[config.mk]
export PLATFORM = sky130hd
export DESIGN_NAME = game_flow_controller
export DESIGN_NICKNAME = d
export VERILOG_FILES = /design/src/rtl/game_flow_controller_pkg.sv /design/src/rtl/game_flow_controller_bcd_level_counter.sv /design/src/rtl/game_flow_controller.sv
export SDC_FILE = /design/constraint.sdc
export NUM_CORES = 1
export LEC_CHECK = 0
export CELL_PAD_IN_SITES_DETAIL_PLACEMENT = 1
export CELL_PAD_IN_SITES_GLOBAL_PLACEMENT = 1
export CORE_MARGIN = 2
export CORE_UTILIZATION = 45
export CTS_CLUSTER_DIAMETER = 150
export DETAILED_ROUTE_END_ITERATION = 6
export GPL_ROUTABILITY_DRIVEN = 0
export GPL_TIMING_DRIVEN = 0
export PLACE_DENSITY = 0.77
export SETUP_SLACK_MARGIN = 0.4
export SYNTH_ARGS = -nofsm -noshare
export SYNTH_HDL_FRONTEND = slang
export SYNTH_SLANG_ARGS = --single-unit
[constraint.sdc]
create_clock -name clk -period 2.35 [get_ports clk]
set_input_delay 0.5875 -clock clk [delete_from_list [all_inputs] [get_ports clk]]
set_output_delay 0.5875 -clock clk [all_outputs]
set_load 0.005 [all_outputs]
[src/rtl/game_flow_controller_pkg.sv]
// Shared definitions for the Frogger game sequencer: state encodings, parameter
// defaults and a small lives helper.
package game_flow_controller_pkg;

    typedef enum logic [2:0] {
        ST_IDLE      = 3'd0,
        ST_PLAY      = 3'd1,
        ST_LEVEL_UP  = 3'd2,
        ST_DEATH     = 3'd3,
        ST_GAME_OVER = 3'd4,
        ST_PAUSE     = 3'd5
    } game_state_e;

    localparam int DEF_START_LIVES   = 3;
    localparam int DEF_MAX_LEVEL     = 99;
    localparam int DEF_FREEZE_CYCLES = 12500000;

    // Lives saturate at zero instead of wrapping to 3.
    function automatic logic [1:0] dec_lives(input logic [1:0] lives);
        return (lives == 2'd0) ? 2'd0 : lives - 2'd1;
    endfunction

endpackage

[src/rtl/game_flow_controller_bcd_level_counter.sv]
// Two-digit BCD level counter: clear to 01, increment with decimal carry,
// saturate at MAX_LEVEL.
module game_flow_controller_bcd_level_counter #(
    parameter int MAX_LEVEL = 99
) (
    input  logic       clk,
    input  logic       reset,
    input  logic       i_clear,
    input  logic       i_inc,
    output logic [3:0] o_tens,
    output logic [3:0] o_units
);

    localparam logic [3:0] MAX_TENS  = 4'(MAX_LEVEL / 10);
    localparam logic [3:0] MAX_UNITS = 4'(MAX_LEVEL % 10);

    logic [3:0] r_tens;
    logic [3:0] r_units;
    logic       w_at_max;

    assign w_at_max = (r_tens == MAX_TENS) && (r_units == MAX_UNITS);

    always_ff @(posedge clk or posedge reset) begin
        if (reset) begin
            r_tens  <= 4'd0;
            r_units <= 4'd1;
        end else if (i_clear) begin
            r_tens  <= 4'd0;
            r_units <= 4'd1;
        end else if (i_inc && !w_at_max) begin
            if (r_units == 4'd9) begin
                r_units <= 4'd0;
                r_tens  <= r_tens + 4'd1;
            end else begin
                r_units <= r_units + 4'd1;
            end
        end
    end

    assign o_tens  = r_tens;
    assign o_units = r_units;

endmodule

[src/rtl/game_flow_controller.sv]
// Frogger game sequencer: level/lives bookkeeping and the play/freeze/game-over FSM.
// Optional pause state enabled by defining GAME_PAUSE_EN.
module game_flow_controller
    import game_flow_controller_pkg::*;
#(
    parameter int START_LIVES   = DEF_START_LIVES,
    parameter int MAX_LEVEL     = DEF_MAX_LEVEL,
    parameter int FREEZE_CYCLES = DEF_FREEZE_CYCLES
) (
    input  logic       clk,
    input  logic       reset,
    input  logic       i_start,
    input  logic       i_reset_all,
    input  logic       i_frog_at_top,
    input  logic       i_collision,
    input  logic       i_pause,
    output logic [2:0] o_state,
    output logic [3:0] o_level_tens,
    output logic [3:0] o_level_units,
    output logic [1:0] o_lives,
    output logic       o_reset_frog,
    output logic       o_freeze,
    output logic       o_game_over
);

    localparam int             FCW       = (FREEZE_CYCLES > 0) ? $clog2(FREEZE_CYCLES + 1) : 1;
    localparam logic [FCW-1:0] FRZ_LOAD  = FCW'((FREEZE_CYCLES > 0) ? FREEZE_CYCLES - 1 : 0);
    localparam logic [1:0]     LIVES_NEW = 2'(START_LIVES);

    game_state_e    r_state;
    logic [1:0]     r_lives;
    logic [FCW-1:0] r_freeze_cnt;
    logic           r_reset_frog;
    logic           r_freeze;
    logic           r_game_over;

    // Events are resampled once, then edge-detected against the previous sample.
    logic r_start_q, r_start_d;
    logic r_top_q, r_top_d;
    logic r_coll_q, r_coll_d;
    logic r_reset_all_d;
    logic w_start_rise, w_top_rise, w_coll_rise;
    logic w_level_clr, w_level_inc;

    always_ff @(posedge clk or posedge reset) begin
        if (reset) begin
            r_start_q     <= 1'b0;
            r_start_d     <= 1'b0;
            r_top_q       <= 1'b0;
            r_top_d       <= 1'b0;
            r_coll_q      <= 1'b0;
            r_coll_d      <= 1'b0;
            r_reset_all_d <= 1'b0;
        end else begin
            r_start_q     <= i_start;
            r_start_d     <= r_start_q;
            r_top_q       <= i_frog_at_top;
            r_top_d       <= r_top_q;
            r_coll_q      <= i_collision;
            r_coll_d      <= r_coll_q;
            r_reset_all_d <= i_reset_all;
        end
    end

    assign w_start_rise = r_start_q & ~r_start_d;
    assign w_top_rise   = r_top_q & ~r_top_d;
    assign w_coll_rise  = r_coll_q & ~r_coll_d;

`ifdef GAME_PAUSE_EN
    logic r_pause_q, r_pause_d;
    logic w_pause_rise;

    always_ff @(posedge clk or posedge reset) begin
        if (reset) begin
            r_pause_q <= 1'b0;
            r_pause_d <= 1'b0;
        end else begin
            r_pause_q <= i_pause;
            r_pause_d <= r_pause_q;
        end
    end

    assign w_pause_rise = r_pause_q & ~r_pause_d;
`else
    logic w_unused_pause;
    assign w_unused_pause = i_pause;
`endif

    // Level control mirrors the FSM decisions so the digits change with the state.
    assign w_level_clr = i_reset_all ||
                         (((r_state == ST_IDLE) || (r_state == ST_GAME_OVER)) && w_start_rise);
    assign w_level_inc = !i_reset_all && (r_state == ST_PLAY) && w_top_rise && !w_coll_rise;

    game_flow_controller_bcd_level_counter #(
        .MAX_LEVEL (MAX_LEVEL)
    ) u_level (
        .clk     (clk),
        .reset   (reset),
        .i_clear (w_level_clr),
        .i_inc   (w_level_inc),
        .o_tens  (o_level_tens),
        .o_units (o_level_units)
    );

    always_ff @(posedge clk or posedge reset) begin
        if (reset) begin
            r_state      <= ST_IDLE;
            r_lives      <= LIVES_NEW;
            r_freeze_cnt <= '0;
            r_reset_frog <= 1'b0;
            r_freeze     <= 1'b1;
            r_game_over  <= 1'b0;
        end else begin
            r_reset_frog <= 1'b0;
            if (i_reset_all) begin
                r_state      <= ST_IDLE;
                r_lives      <= LIVES_NEW;
                r_freeze_cnt <= '0;
                r_freeze     <= 1'b1;
                r_game_over  <= 1'b0;
                r_reset_frog <= ~r_reset_all_d;
            end else begin
                case (r_state)
                    ST_IDLE, ST_GAME_OVER: begin
                        if (w_start_rise) begin
                            r_state      <= ST_PLAY;
                            r_lives      <= LIVES_NEW;
                            r_reset_frog <= 1'b1;
                            r_freeze     <= 1'b0;
                            r_game_over  <= 1'b0;
                        end
                    end
                    ST_PLAY: begin
                        // Collision beats a same-cycle arrival at the top row.
                        if (w_coll_rise) begin
                            r_freeze_cnt <= FRZ_LOAD;
                            r_freeze     <= 1'b1;
                            r_lives      <= dec_lives(r_lives);
                            if (r_lives <= 2'd1) begin
                                r_state     <= ST_GAME_OVER;
                                r_game_over <= 1'b1;
                            end else begin
                                r_state <= ST_DEATH;
                            end
                        end else if (w_top_rise) begin
                            r_state      <= ST_LEVEL_UP;
                            r_freeze_cnt <= FRZ_LOAD;
                            r_freeze     <= 1'b1;
                        end
`ifdef GAME_PAUSE_EN
                        else if (w_pause_rise) begin
                            r_state  <= ST_PAUSE;
                            r_freeze <= 1'b1;
                        end
`endif
                    end
                    ST_LEVEL_UP, ST_DEATH: begin
                        if (r_freeze_cnt == '0) begin
                            r_state      <= ST_PLAY;
                            r_freeze     <= 1'b0;
                            r_reset_frog <= 1'b1;
                        end else begin
                            r_freeze_cnt <= r_freeze_cnt - FCW'(1);
                        end
                    end
`ifdef GAME_PAUSE_EN
                    ST_PAUSE: begin
                        if (w_pause_rise) begin
                            r_state  <= ST_PLAY;
                            r_freeze <= 1'b0;
                        end
                    end
`endif
                    default: begin
                        r_state     <= ST_IDLE;
                        r_freeze    <= 1'b1;
                        r_game_over <= 1'b0;
                    end
                endcase
            end
        end
    end

    assign o_state      = r_state;
    assign o_lives      = r_lives;
    assign o_reset_frog = r_reset_frog;
    assign o_freeze     = r_freeze;
    assign o_game_over  = r_game_over;

endmodule

# Word-level counts from Yosys, hierarchy flattened
# Index checks and enable logic that the tools add are counted.
dict set report word_totals {
  output_inout_bits 16
  register_bits 47
  latchBits 0
  mem_count 0
  romBits 0
  wordCells 102
  ram_bits 0
}
dict set report classes {
  reduce_logical 25
  mul 0
  addsub 4
  eq_ne 13
  n_mux 37
  shift 0
  order_cmp 1
  n_bitwise 7
  div_mod_pow 0
}
# cell n
set ops {}
lappend ops {{24-bit two-way mux} 4}
lappend ops {{24-bit case mux with 2 select lines} 1}
lappend ops {{24-bit logical NOT} 1}
lappend ops {{4-bit two-way mux} 6}
lappend ops {{24-bit by 1-bit subtractor with 24-bit output (second input constant)} 1}
lappend ops {{3-bit two-way mux} 6}
lappend ops {{3-bit inequality test (second input constant)} 4}
lappend ops {{1-bit two-way mux} 11}
lappend ops {{3-bit case mux with 3 select lines} 1}
lappend ops {{3-bit AND reduction} 3}
lappend ops {{4-bit by 1-bit adder with 4-bit output (second input constant)} 2}
lappend ops {{4-bit equality test (second input constant)} 2}
lappend ops {{2-bit two-way mux} 4}
lappend ops {{3-bit by 2-bit equality test with 1-bit output (second input constant)} 2}
lappend ops {{1-bit logical AND} 6}
lappend ops {{1-bit case mux with 3 select lines} 2}
lappend ops {{3-bit nonzero test} 2}
lappend ops {{4-bit inequality test (second input constant)} 1}
lappend ops {{1-bit inverter} 4}
lappend ops {{2-bit case mux with 2 select lines} 1}
lappend ops {{4-bit AND reduction} 1}
lappend ops {{2-bit nonzero test} 2}
lappend ops {{2-bit OR reduction} 2}
lappend ops {{1-bit AND} 3}
lappend ops {{other kinds (12)} 15}

# Depth between registers and ports, before layout
dict set report logic_depth {
  word_depth 7
  ltp_mapped 8
}

# Cells and area by module
# A second synthesis with hierarchy kept.
dict set report hier_totals {
  hier_cells 285
  area_unflattened_um2 2722.6
}
# module n_inst area_per_inst_um2 cells_each seq_area_each_um2
set by_module_without_submodules {}
lappend by_module_without_submodules {game_flow_controller 1 2230.9 233 979.7}
lappend by_module_without_submodules {game_flow_controller_bcd_level_counter 1 491.7 52 201.4}

# Least setup slack after synthesis
# OpenSTA, ideal clock, no wires.
dict set report synth_path {
  path_type {reg2reg}
  from {register r_freeze_cnt[0]}
  to {register r_freeze_cnt[22]}
  stages_incl_launch_ff 8
  period_less_slack_ps 2009
  arrival_ps 1885
  setup_time_ps 124
  path_buffers 0
  required_ps 2226
  setup_slack_ps 341
  cell_sequence {dfrtp_1 inv_1 ha_1 or3b_2 nor4_2 nand3_1 nor3b_1 a211o_1}
}
dict set report synth_via {
  elab_chain_cells 4
  word_cells_on_any_way 7
  cone_classes {add/sub (1); eq/ne (1); mux (3); reduce/logical (2)}
}
# element line
set synth_lines {}
lappend synth_lines {{start: declaration} game_flow_controller.sv:32} ;# logic [FCW-1:0] r_freeze_cnt;
lappend synth_lines {{start signal: assignment} game_flow_controller.sv:163} ;# r_freeze_cnt <= r_freeze_cnt - FCW'(1);
lappend synth_lines {{24-bit by 1-bit subtractor with 24-bit output} game_flow_controller.sv:163}
lappend synth_lines {{24-bit two-way mux} game_flow_controller.sv:158} ;# if (r_freeze_cnt == '0) begin
lappend synth_lines {{24-bit case mux with 2 select lines} game_flow_controller.sv:123} ;# case (r_state)
lappend synth_lines {{24-bit two-way mux} game_flow_controller.sv:115} ;# if (i_reset_all) begin
# Several ways; a longest one is shown, not always the timed one. The select of a mux whose other input is x is not followed.
# A chain may end at the register's enable or synchronous reset.

# Worst setup path in the final report
dict set report layout_path {
  from {register r_freeze_cnt[4]}
  to {register r_freeze_cnt[14]}
}
# Same word-level chain as after synthesis.

==> impl_summary.log <==
[metrics] outcome: complete, no violations
[metrics] Std-Cell Core Area: 0.00585 sq mm
[metrics] Primary FF master, synth: dfrtp_1
[metrics] data arrival at the endpoint of the critical path: 2.39 ns
[metrics] Worst Tran Pin Value: 0.782 ns
[metrics] total power of the final layout: 0.00496 W
[metrics] synthesized instance count: 291
[metrics] antenna violations before repair: 0
[metrics] sequential element share of the synthesized area: 43.8%
[metrics] number of DRC violations after detailed-routing iteration 0: 196
[metrics] unrepaired setup endpoints after global routing: true
[metrics] time the final worst path needs with I/O delays and setup: 2.20 ns
[metrics] total power divided by cell area: 1330 mW/mm^2
[metrics] Clock Skew: 0.0109 ns
[metrics] DIE AREA: 0.00663 sq mm
[metrics] count of yosys warnings during synthesis: 0
[metrics] launching element type of the critical path: register
[metrics] final worst setup slack: 0.149 ns
[metrics] pin count of the biggest net entering global routing: 30
[metrics] crit share post-route: 93.7%
[metrics] worst max-slew margin expressed relative to the limit: 47.5%
[metrics] share of synthesized registers carrying an async set or reset: 100%
[metrics] final global-route overflow total: 0
[metrics] fin cells: 432
[metrics] number of enable flip-flop cells after synthesis: 0
[metrics] maximum capacitance violations: 0
[metrics] number of synthesized register bits: 47
[metrics] highest-count cells in the layout ignoring fill and taps: dfrtp_1, buf_4, clkdlybuf4s50_1, nor2_1
[metrics] maximum net fanout on the critical path: 5
[metrics] most common library cell in the layout ignoring fill and taps: dfrtp_1
[metrics] DR DRC count: 0
[metrics] clk buf depth: 2
[metrics] effective utilization at floorplan: 46.1%
[metrics] start point of the critical path: r_freeze_cnt[4]
[metrics] Total GRT Usage: 27.0%
[metrics] hold violation count in the final report: 0
[metrics] area added between synthesis and finish: 37.8%
[metrics] number of top-level pins: 23
[metrics] final-report setup violation count: 0
[metrics] clock root buffer: clkbuf_8
[metrics] clock insertion delay at the later pin of the skew report: 0.31 ns
[metrics] via count of the first global-routing pass: 2633
[metrics] Setup Slack @ Placement: -0.475 ns
[metrics] Pre-antenna DRT Iters: 4
[metrics] Synth area leader: dfrtp_1
[metrics] routed wire length per instance: 22.1 microns
[metrics] port buffer count: 21
[metrics] antenna fix cells: 0
[metrics] achievable frequency: 454 MHz
[metrics] Synth top area share: 39.9%
[metrics] static leakage: 1.52 nW
[metrics] Peak supply drop: 0.865 mV
[metrics] CTS buffer count: 5
[metrics] Synth Area per Inst: 9.27 sq um
[metrics] clock tree from TritonCTS: yes
[metrics] estimated wirelength of the detail-placed design: 5420 microns
[metrics] count of antenna-violating nets left after detailed routing: 0
[metrics] category of the worst setup path capture point: register
[metrics] fraction of layout instances using a drive strength above 1: 32.5%
[metrics] # clock sinks: 47
[metrics] number of buffers inserted by hold repair at cts: 0
[metrics] Crit path required time: 2.54 ns
[metrics] # rows: 28
[metrics] Horiz. Die Dim: 81.4 microns
[metrics] Worst Hold Class: reg2reg
[metrics] clock transition at the registers of the reported paths: 0.09 ns
[metrics] minimum hold slack: 0.386 ns
[metrics] height of the die: 81.4 microns
[metrics] WS Path Type: reg2reg
[metrics] Total Routed Length: 9540 microns
[metrics] global-route wire length before repair: 13700 microns
[metrics] dpl cells: 388
[metrics] leading post-synthesis cells by cell area: dfrtp_1, dfstp_2, a21oi_1
[metrics] net count of the mapped netlist: 304
[metrics] Worst Min Path Start: r_start_q
[metrics] maximum level of the CTS H-tree: 2
[metrics] Final Slew Violations: 0
[metrics] DR vias/cell: 6.37
[metrics] Final Util: 63.5%
[metrics] post-synthesis cell type count: 55
[metrics] total via count after detailed routing: 2751
[metrics] startpoint of the worst-slack reg-to-reg timing path: r_freeze_cnt[4]
[metrics] netlist area before placement: 0.00270 sq mm
[metrics] number of nets at the end of the flow: 369
==> power by group <==
group          switching [W]  leakage [nW]  internal (W)
clock network       0.000289        0.0612      0.000345
logic                0.00160         0.865       0.00134
registers           0.000337         0.596       0.00104
total                0.00223          1.52       0.00273
==> layout make-up <==
class	count	area, sq um
Clock inverter	2	35.0
Buffer	14	80.1
Multi-Input combinational cell	216	1680
Inverter	14	52.6
Tap cell	75	93.8
Fill cell	641	2130
Sequential cell	47	1190
Clock buffer	6	82.6
Timing Repair Buffer	58	508
==> metal layers <==
layer / up-vias / global-route usage [%] / share of wire (%)
met5: - / 0 / 0
met4: 0 / 9.15 / 2.2
met3: 25 / 3.30 / 4.3
met2: 81 / 43.0 / 50
met1: 1406 / 38.2 / 43
li1: 1239 / - / -
==> worst max-delay path, cell delays in order (launching register included) <==
cell     delay (ns)
dfrtp_1        0.39
buf_6          0.13
or4_4          0.55
nor4_4         0.39
buf_4          0.20
buf_4          0.13
nand4_1        0.13
nor3b_1        0.17
==> worst paths after layout <==
path / endpoint / slack [ns] / cells past startpoint
min: r_start_d / 0.39 / 0
max reg2reg: r_freeze_cnt[14] / 0.15 / 7
max in group asynchronous: u_level.o_units[0] / 1.16 / 3
min reg2reg: r_start_d / 0.39 / 0
min in group asynchronous: r_top_q / 0.61 / 2
max: r_freeze_cnt[14] / 0.15 / 7
==> cell families after synthesis <==
logic type,Yosys count,synth area share [%]
XOR/XNOR,3,0.974
adder cells (fa/ha/maj),6,2.78
flip-flops,47,43.8
buffers and inverters,28,4.08
AO/OA/AOI/OAI,79,19.6
AND/OR/NAND/NOR,122,26.5
multiplexers,6,2.23
==> through the flow <==
| step | area, sq um | TNS, ns |
|---|---|---|
| 2_1_floorplan | 2710 | 0 |
| 3_3_place_gp | 3010 | -19.86 |
| 3_5_place_dp | 3030 | -6.54 |
| 4_1_cts | 3510 | 0 |
| 5_1_grt | 3720 | 0 |
| 6_report | 3720 | 0 |
==> what timing repair did <==
action / CTS / global route
setup endpoints to repair: 44 / 40
endpoints found under the hold margin: 0 / 0
gates resized for setup: 56 / 34
setup buffers: 23 / 13
pin swaps: 15 / 14
==> registers in the layout, summed over array words and instances, names as in the netlist, 2 cells and up <==
register         flops
u_level.o_units      4
o_state              3
o_lives              2
u_level.o_tens       4
r_freeze_cnt        24
==> synthesized netlist by cell type (6+ instances only) <==
master and count:
dfrtp_1 43, a311oi_1 8, a31oi_1 9, clkbuf_1 10, nand2_1 16, ha_1 6, inv_1 14, nand2b_1 11
mux2i_1 6, a21oi_1 19, nor2_1 17, o21ai_0 16, nor4_1 11, nor3_1 16, nand3_1 11
Note: power is estimated with default switching activity, not from simulation.
